File: config.mk
export PLATFORM = sky130hd
export DESIGN_NAME = ltc2324_frame_ctrl
export DESIGN_NICKNAME = d
export VERILOG_FILES = /design/src/rtl/ltc2324_frame_ctrl.sv
export SDC_FILE = /design/constraint.sdc
export NUM_CORES = 1
export LEC_CHECK = 0
export CAP_MARGIN = 20
export CORE_MARGIN = 2
export CORE_UTILIZATION = 51
export CTS_CLUSTER_DIAMETER = 30
export DETAILED_ROUTE_END_ITERATION = 8
export MAX_ROUTING_LAYER = met4
export PLACE_DENSITY = 0.85
export SLEW_MARGIN = 20
export SYNTH_ARGS = -nofsm -noshare
export SYNTH_HDL_FRONTEND = slang
export SYNTH_SLANG_ARGS = --single-unit
File: constraint.sdc
create_clock -name clk -period 3.5 [get_ports clk]
set_input_delay 0.525 -clock clk [delete_from_list [all_inputs] [get_ports clk]]
set_output_delay 0.525 -clock clk [all_outputs]
set_load 0.01 [all_outputs]
File: src/rtl/ltc2324_frame_ctrl.sv
// Frame controller for an LTC2324 capture path: gates the ADC driver, packs the
// four channels into 64-bit beats and buffers them for an AXI4-Stream master.
module ltc2324_frame_ctrl #(
  parameter int FIFO_DEPTH = 4,
  parameter int LEN_W      = 16
) (
  input  logic             clk,
  input  logic             rst_n,
  input  logic             start,
  input  logic             stop,
  input  logic             continuous,
  input  logic [LEN_W-1:0] frame_len,
  output logic             sample_en,
  input  logic             adc_valid,
  input  logic [15:0]      adc_ch1,
  input  logic [15:0]      adc_ch2,
  input  logic [15:0]      adc_ch3,
  input  logic [15:0]      adc_ch4,
  output logic [63:0]      m_axis_tdata,
  output logic             m_axis_tvalid,
  input  logic             m_axis_tready,
  output logic             m_axis_tlast,
  output logic             busy,
  output logic             done,
  output logic             overflow
);

  localparam int AW = $clog2(FIFO_DEPTH);
  localparam int CW = AW + 1;
  localparam logic [AW-1:0]    PTR_ONE  = AW'(1);
  localparam logic [CW-1:0]    CNT_ONE  = CW'(1);
  localparam logic [CW-1:0]    CNT_FULL = CW'(FIFO_DEPTH);
  localparam logic [LEN_W-1:0] LEN_ONE  = LEN_W'(1);

  typedef enum logic [1:0] {
    ST_IDLE  = 2'd0,
    ST_RUN   = 2'd1,
    ST_DRAIN = 2'd2
  } state_t;

  state_t           state_reg;
  logic [LEN_W-1:0] len_reg;
  logic [LEN_W-1:0] cnt_reg;
  logic             cont_reg;
  logic             stop_pend_reg;
  logic             sample_en_reg;
  logic             busy_reg;
  logic             done_reg;
  logic             overflow_reg;

  logic [64:0]      mem [FIFO_DEPTH];
  logic [AW-1:0]    wr_ptr_reg;
  logic [AW-1:0]    rd_ptr_reg;
  logic [AW-1:0]    rd_ptr_next;
  logic [CW-1:0]    count_reg;
  logic [CW-1:0]    count_next;
  logic             tvalid_reg;
  logic             tvalid_next;
  logic             tlast_reg;
  logic [63:0]      tdata_reg;

  logic             in_run;
  logic             full;
  logic             pop;
  logic             push;
  logic             drop;
  logic             last_bit;

  assign in_run   = (state_reg == ST_RUN);
  assign full     = (count_reg == CNT_FULL);
  assign pop      = tvalid_reg & m_axis_tready;
  // A pop frees a slot in the same cycle, so a full buffer can still accept.
  assign push     = in_run & adc_valid & (~full | pop);
  assign drop     = in_run & adc_valid & full & ~pop;
  assign last_bit = (cnt_reg == len_reg - LEN_ONE);

  always_comb begin
    count_next = count_reg;
    if (push && !pop) begin
      count_next = count_reg + CNT_ONE;
    end else if (pop && !push) begin
      count_next = count_reg - CNT_ONE;
    end
  end

  assign rd_ptr_next = pop ? rd_ptr_reg + PTR_ONE : rd_ptr_reg;
  // Only entries stored before this edge may become the head, so a freshly
  // written word appears one cycle after its write.
  assign tvalid_next = pop ? (count_reg > CNT_ONE) : (count_reg != '0);

  always_ff @(posedge clk or negedge rst_n) begin
    if (!rst_n) begin
      state_reg     <= ST_IDLE;
      len_reg       <= LEN_ONE;
      cnt_reg       <= '0;
      cont_reg      <= 1'b0;
      stop_pend_reg <= 1'b0;
      sample_en_reg <= 1'b0;
      busy_reg      <= 1'b0;
      done_reg      <= 1'b0;
      overflow_reg  <= 1'b0;
    end else begin
      done_reg <= 1'b0;
      case (state_reg)
        ST_IDLE: begin
          if (start) begin
            state_reg     <= ST_RUN;
            len_reg       <= (frame_len == '0) ? LEN_ONE : frame_len;
            cont_reg      <= continuous;
            cnt_reg       <= '0;
            overflow_reg  <= 1'b0;
            stop_pend_reg <= 1'b0;
            sample_en_reg <= 1'b1;
            busy_reg      <= 1'b1;
          end
        end
        ST_RUN: begin
          if (stop) begin
            stop_pend_reg <= 1'b1;
          end
          if (drop) begin
            overflow_reg <= 1'b1;
          end
          if (push) begin
            if (last_bit) begin
              cnt_reg <= '0;
              if (!cont_reg || stop_pend_reg || stop) begin
                state_reg     <= ST_DRAIN;
                sample_en_reg <= 1'b0;
              end
            end else begin
              cnt_reg <= cnt_reg + LEN_ONE;
            end
          end
        end
        ST_DRAIN: begin
          if (count_next == '0) begin
            state_reg     <= ST_IDLE;
            busy_reg      <= 1'b0;
            done_reg      <= 1'b1;
            stop_pend_reg <= 1'b0;
          end
        end
        default: begin
          state_reg     <= ST_IDLE;
          sample_en_reg <= 1'b0;
          busy_reg      <= 1'b0;
        end
      endcase
    end
  end

  always_ff @(posedge clk) begin
    if (push) begin
      mem[wr_ptr_reg] <= {last_bit, adc_ch4, adc_ch3, adc_ch2, adc_ch1};
    end
  end

  always_ff @(posedge clk or negedge rst_n) begin
    if (!rst_n) begin
      wr_ptr_reg <= '0;
      rd_ptr_reg <= '0;
      count_reg  <= '0;
      tvalid_reg <= 1'b0;
      tlast_reg  <= 1'b0;
      tdata_reg  <= '0;
    end else begin
      if (push) begin
        wr_ptr_reg <= wr_ptr_reg + PTR_ONE;
      end
      rd_ptr_reg <= rd_ptr_next;
      count_reg  <= count_next;
      tvalid_reg <= tvalid_next;
      if (tvalid_next) begin
        {tlast_reg, tdata_reg} <= mem[rd_ptr_next];
      end
    end
  end

  assign sample_en     = sample_en_reg;
  assign busy          = busy_reg;
  assign done          = done_reg;
  assign overflow      = overflow_reg;
  assign m_axis_tvalid = tvalid_reg;
  assign m_axis_tlast  = tlast_reg;
  assign m_axis_tdata  = tdata_reg;

endmodule

Word-level counts from Yosys, hierarchy flattened
Memory sizes are Yosys's and may differ from the RTL's. A register that Yosys moved wholly into a read port is not among the register bits. Index checks and enable logic that the tools add are counted.

Register bits: 48. Bits in latches: 0. RAM bits: 260. Memory bits (read-only): 0. Input bits: 87. Output and inout port bits: 70. Logic and storage cells: 94. Memories: 1.

Memory list: mem (words 4, width 65, rd ports 1, clocked after memory_dff 1, write ports 1, RTL line 51) `logic [64:0] mem [FIFO_DEPTH];`.

$add $sub $neg: 6. Multiply operators: 0. Div/mod/pow operators: 0. Magnitude comparators: 1. Eq/ne operators: 11. Shift-type cells: 0. Multiplexer cells: 31. Bitwise logic cells: 10. Reduce and logical (&&, ||, !) cells: 21.

Operators by type and width (number): 2-to-1 mux 16 bit (4); one-hot mux 16 bit (2 select lines) (1); adder 16 x 1 -> 16 bit (second input constant) (1); equality test 16 bit (1); zero test 16 bit (1); subtractor 16 x 1 -> 16 bit (second input constant) (1); 2-to-1 mux 1 bit (13); 2-to-1 mux 2 bit (6); AND reduction 5 bit (2); one-hot mux 1 bit (3 select lines) (3); AND reduction 3 bit (3); inequality test 2 x 1 -> 1 bit (second input constant) (4); 2-to-1 mux 3 bit (2); inequality test 2 bit (second input constant) (3); one-hot mux 2 bit (3 select lines) (1); nonzero test 3 bit (2); bitwise AND 1 bit (5); adder 2 x 1 -> 2 bit (second input constant) (2); zero test 1 bit (4); NOT 1 bit (4); AND reduction 4 bit (1); adder 3 x 1 -> 3 bit (second input constant) (1); equality test 3 bit (second input constant) (1); > comparator 3 x 1 -> 1 bit (second input constant) (1); 11 further kinds (13).

Logic depth before layout (Yosys ltp)
Word-level depth: 11. Mapped depth: 11. Depth with buffers taken out: 10.

Least setup slack after synthesis
OpenSTA, ideal clock, no wires.

Kind: input-to-reg. Start point: input port m_axis_tready. End point: memory mem[2][0] (enable). Library setup time: 430 ps. Data arrival time: 2922 ps. Data required time: 3070 ps. Path slack: 148 ps. Stages: 5. Buffers on the path: 2. Cell sequence: and2_1 clkbuf_1 o21a_1 buf_1 and2_1.

Word-level cells in the longest chain between the ends: 5.

RTL lines: from (decl) (RTL line 21) `input logic m_axis_tready,`; bitwise AND 1 bit (RTL line 71) `assign pop = tvalid_reg & m_axis_tready;`; bitwise OR 1 bit (RTL line 73) `assign push = in_run & adc_valid & (~full | pop);`; bitwise AND 1 bit (RTL line 73); 2-to-1 mux 1 bit (RTL line 154) `if (push) begin`; 2-to-1 mux 1 bit (not written as such) (RTL line 155) `mem[wr_ptr_reg] <= {last_bit, adc_ch4, adc_ch3, adc_ch2, adc_ch1};`; to (decl) (RTL line 51).

No other way between the ends.

Worst setup path in the final report
Start point: register len_reg[1]. End point: register cnt_reg[4].

Word-level cells in the longest chain between the ends: 5.

RTL lines: from (decl) (RTL line 42) `logic [LEN_W-1:0] len_reg;`; from (signal assigned) (RTL line 108) `len_reg <= (frame_len == '0) ? LEN_ONE : frame_len;`; subtractor 16 x 1 -> 16 bit (RTL line 75) `assign last_bit = (cnt_reg == len_reg - LEN_ONE);`; equality test 16 bit (RTL line 75); 2-to-1 mux 16 bit (RTL line 125) `if (last_bit) begin`; 2-to-1 mux 16 bit (RTL line 124) `if (push) begin`; one-hot mux 16 bit (2 select lines) (RTL line 104) `case (state_reg)`; to (signal assigned) (RTL line 132) `cnt_reg <= cnt_reg + LEN_ONE;`; to (decl) (RTL line 43) `logic [LEN_W-1:0] cnt_reg;`.

No other way between the ends. The select of a mux whose other input is x is not followed. A chain may end at the register's enable or synchronous reset.

==> impl_results.md <==
- Dpl cells: 1,287
- Crit Path Class: flip-flop to flip-flop
- Most common cell in the synthesized netlist: edfxtp_1
- Fin crit share: 0.833
- Core ar.: 0.0279 sq mm
- Routing usage on met2: 0.363
- GP Congestion: 0.847
- Htree depth: 3
- Rows: 61
- Main synth FF type: edfxtp_1
- Synthesis Warnings: 0
- CP max FO: 12
- Port Buffers: 156
- Commonest cells in the synthesized netlist: 260 x edfxtp_1, 112 x dfrtp_1, 79 x mux2_2
- Ant diodes: 0
- Measured slew at the worst slew-check pin: 0.481 ns
- Slew headroom: 0.679
- Final Slew Violations: 0
- Setup crit end kind: flip-flop
- Yosys cell types: 57
- Status: complete, no violations
- Area grow syn2layout: 32.1%
- Hpwl dp: 18,000 um
- Synth Instances: 765
- # setup viols final: 0
- Met1 usage: 0.260
- Worst EP required: 3.91 ns
- Fmax: 343 MHz
- Num ports: 157
- DRC viols: 0
- Vias in the first global route: 8,587
- Initial antenna violation count: 0
- Max-cap violation count: 0
- Post-synth EDFFs: 260
- VDD IR-drop max: 0.720 mV
- Synth top area cells: edfxtp_1 54%, dfrtp_1 19%, mux4_2 10%, mux2_2 6.1%, xnor2_1 1.4%
- Gr ovfl total: 0
- Die W: 173 um
- First-pass GRT wire length: 48,500 um
- Clock Latency Late Sink: 0.57 ns
- Non-Filler Instances: 1,415
- GR Util met3: 0.0576
- Min cycle time layout: 2.91 ns
- CTS tree: yes
- Setup crit start kind: flip-flop
- Via density: 5.47
- Largest register by flop count: mem
- Worst EP arrival: 3.32 ns
- Flops & latches, synth: 373
- Antenna-violating nets left: 0
- Total power per unit cell area: 990 mW/mm^2
- Initial Util: 0.522
- Post-synth top area share: 0.536
- CTS clk-pin slew, worst paths: 0.04 ns
- Total Wirelength: 30,600 um
- Synth Cell Area: 0.0146 sq mm
- DRT Pass-1 Iters: 5
- RSZ-0062 raised after global routing: no
- Synthesized area per cell: 19.1 sq um
- Die area: 0.0299 sq mm
- Asr flop ratio synth: 0.303
- Wire length per cell: 21.7 um
- Largest area contributor in the netlist: edfxtp_1
- DIE HEIGHT: 173 um
- Sequential area share after synthesis: 0.730
- Largest register FFs: 260
- Initial drt markers: 512
- GRT busiest layer: met2
- Net Count, Synth: 861
- Setup TNS: 0 ns
- Vias: 7,737
- Share of layout cells above drive strength 1: 0.303
- Hold Vio Cnt, Final: 0
- GRT Overall Usage: 0.218
- CTS max path bufs: 3
- Min-delay worst type: input port to asynchronous set/reset pin
- Root buf cell: clkbuf_16
- Inserted Clock Buffers: 69
- LEAKAGE: 6.94 nW
- Clk_skew: 0.0255 ns
- Total clock sinks: 373
- Largest net degree at the start of global routing: 57
- NumNets Final: 1,077
-- where the power goes --
group	internal [mW]	switching (mW)	total, mW
Sequential	5.95	0.631	6.58
Clock	4.50	2.32	6.82
Combinational	3.15	2.51	5.66
-- logic make-up (layout without fill, tap and decap cells) --
kind of cell    Yosys count  in the layout  share of synthesized area
flops                   373            373                      0.730
mux                     144            144                      0.161
simple gates            109            109                     0.0425
buf+inv                  47            319                     0.0131
compound gates           42             42                     0.0207
xor+xnor                 41             41                     0.0246
fa+ha+maj                 9              9                    0.00773
-- layout by cell type (no fill, tap or decap), drive strengths merged, types with 12 or more instances in the layout --
cell | netlist | final
mux4 | 65 | 65
nor2 | 32 | 32
nand2 | 20 | 20
dfrtp | 112 | 112
clkbuf | 18 | 85
clkdlybuf4s50 | 0 | 155
inv | 17 | 27
buf | 12 | 19
nand3 | 12 | 12
xnor2 | 23 | 23
xor2 | 18 | 18
clkinv | 0 | 16
mux2 | 79 | 79
edfxtp | 260 | 260
-- stage by stage --
| stage | worst slack [ns] | utilization | hold WS, ns | power, mW | area (sq um) |
|---|---|---|---|---|---|
| after floorplan | 0.148 | - | 0.229 | 10.1 | 14600 |
| final | 0.585 | 0.689 | 0.443 | 19.1 | 19300 |
| after global routing | 0.336 | 0.689 | 0.477 | 19.9 | 19300 |
| after global placement | 0.590 | 0.601 | 0.467 | 12.1 | 16800 |
| after CTS | 0.562 | 0.689 | 0.435 | 19.3 | 19300 |
| after detailed placement | 0.506 | 0.601 | 0.472 | 12.3 | 16800 |
-- path summary, 6_finish.rpt --
check,startpoint,to,slack [ns],depth (start not counted)
setup / recovery,len_reg[1]$_DFFE_PN0P_,cnt_reg[4]$_DFFE_PN0P_,0.59,10
hold / removal,rst_n,len_reg[4]$_DFFE_PN0P_,0.44,2
setup reg to reg,len_reg[1]$_DFFE_PN0P_,cnt_reg[4]$_DFFE_PN0P_,0.59,10
hold reg to reg,m_axis_tdata[21]$_DFFE_PN0P_,m_axis_tdata[21]$_DFFE_PN0P_,0.51,1
max in group asynchronous,rst_n,m_axis_tdata[32]$_DFFE_PN0P_,2.24,3
min in group clk,m_axis_tdata[21]$_DFFE_PN0P_,m_axis_tdata[21]$_DFFE_PN0P_,0.51,1
-- worst max-delay path, stage by stage, from the launching register on --
cell and delay, ns:
dfrtp_1 0.39, inv_1 0.10, ha_1 0.21, nor2b_1 0.33
nand2_2 0.17, a2111oi_2 0.32, o2111ai_1 0.18, nor4b_2 0.41
a31oi_4 0.20, nor2_4 0.38, nor2_1 0.11
-- routing by layer --
layer,share of wire,vias to the layer above
met5,0,-
met4,0.026,0
met3,0.060,67
met2,0.52,236
met1,0.40,3988
li1,-,3446
-- area by class of cell --
class / instances / area, sq um
repair buffers: 175 / 1850
inverters: 17 / 65.1
clock inverters: 42 / 551
flip-flops and latches: 373 / 10600
clock buffers: 85 / 1890
multi-input cells: 345 / 3780
well taps: 378 / 473
fillers: 1753 / 8680
-- timing repair --
action | in CTS | in global routing
gates resized for setup | 0 | 0
buffers inserted | 0 | 0
endpoints found under the hold margin | 25 | 0
hold buffers | 1 | 0
Note: power is estimated with default switching activity, not from simulation.
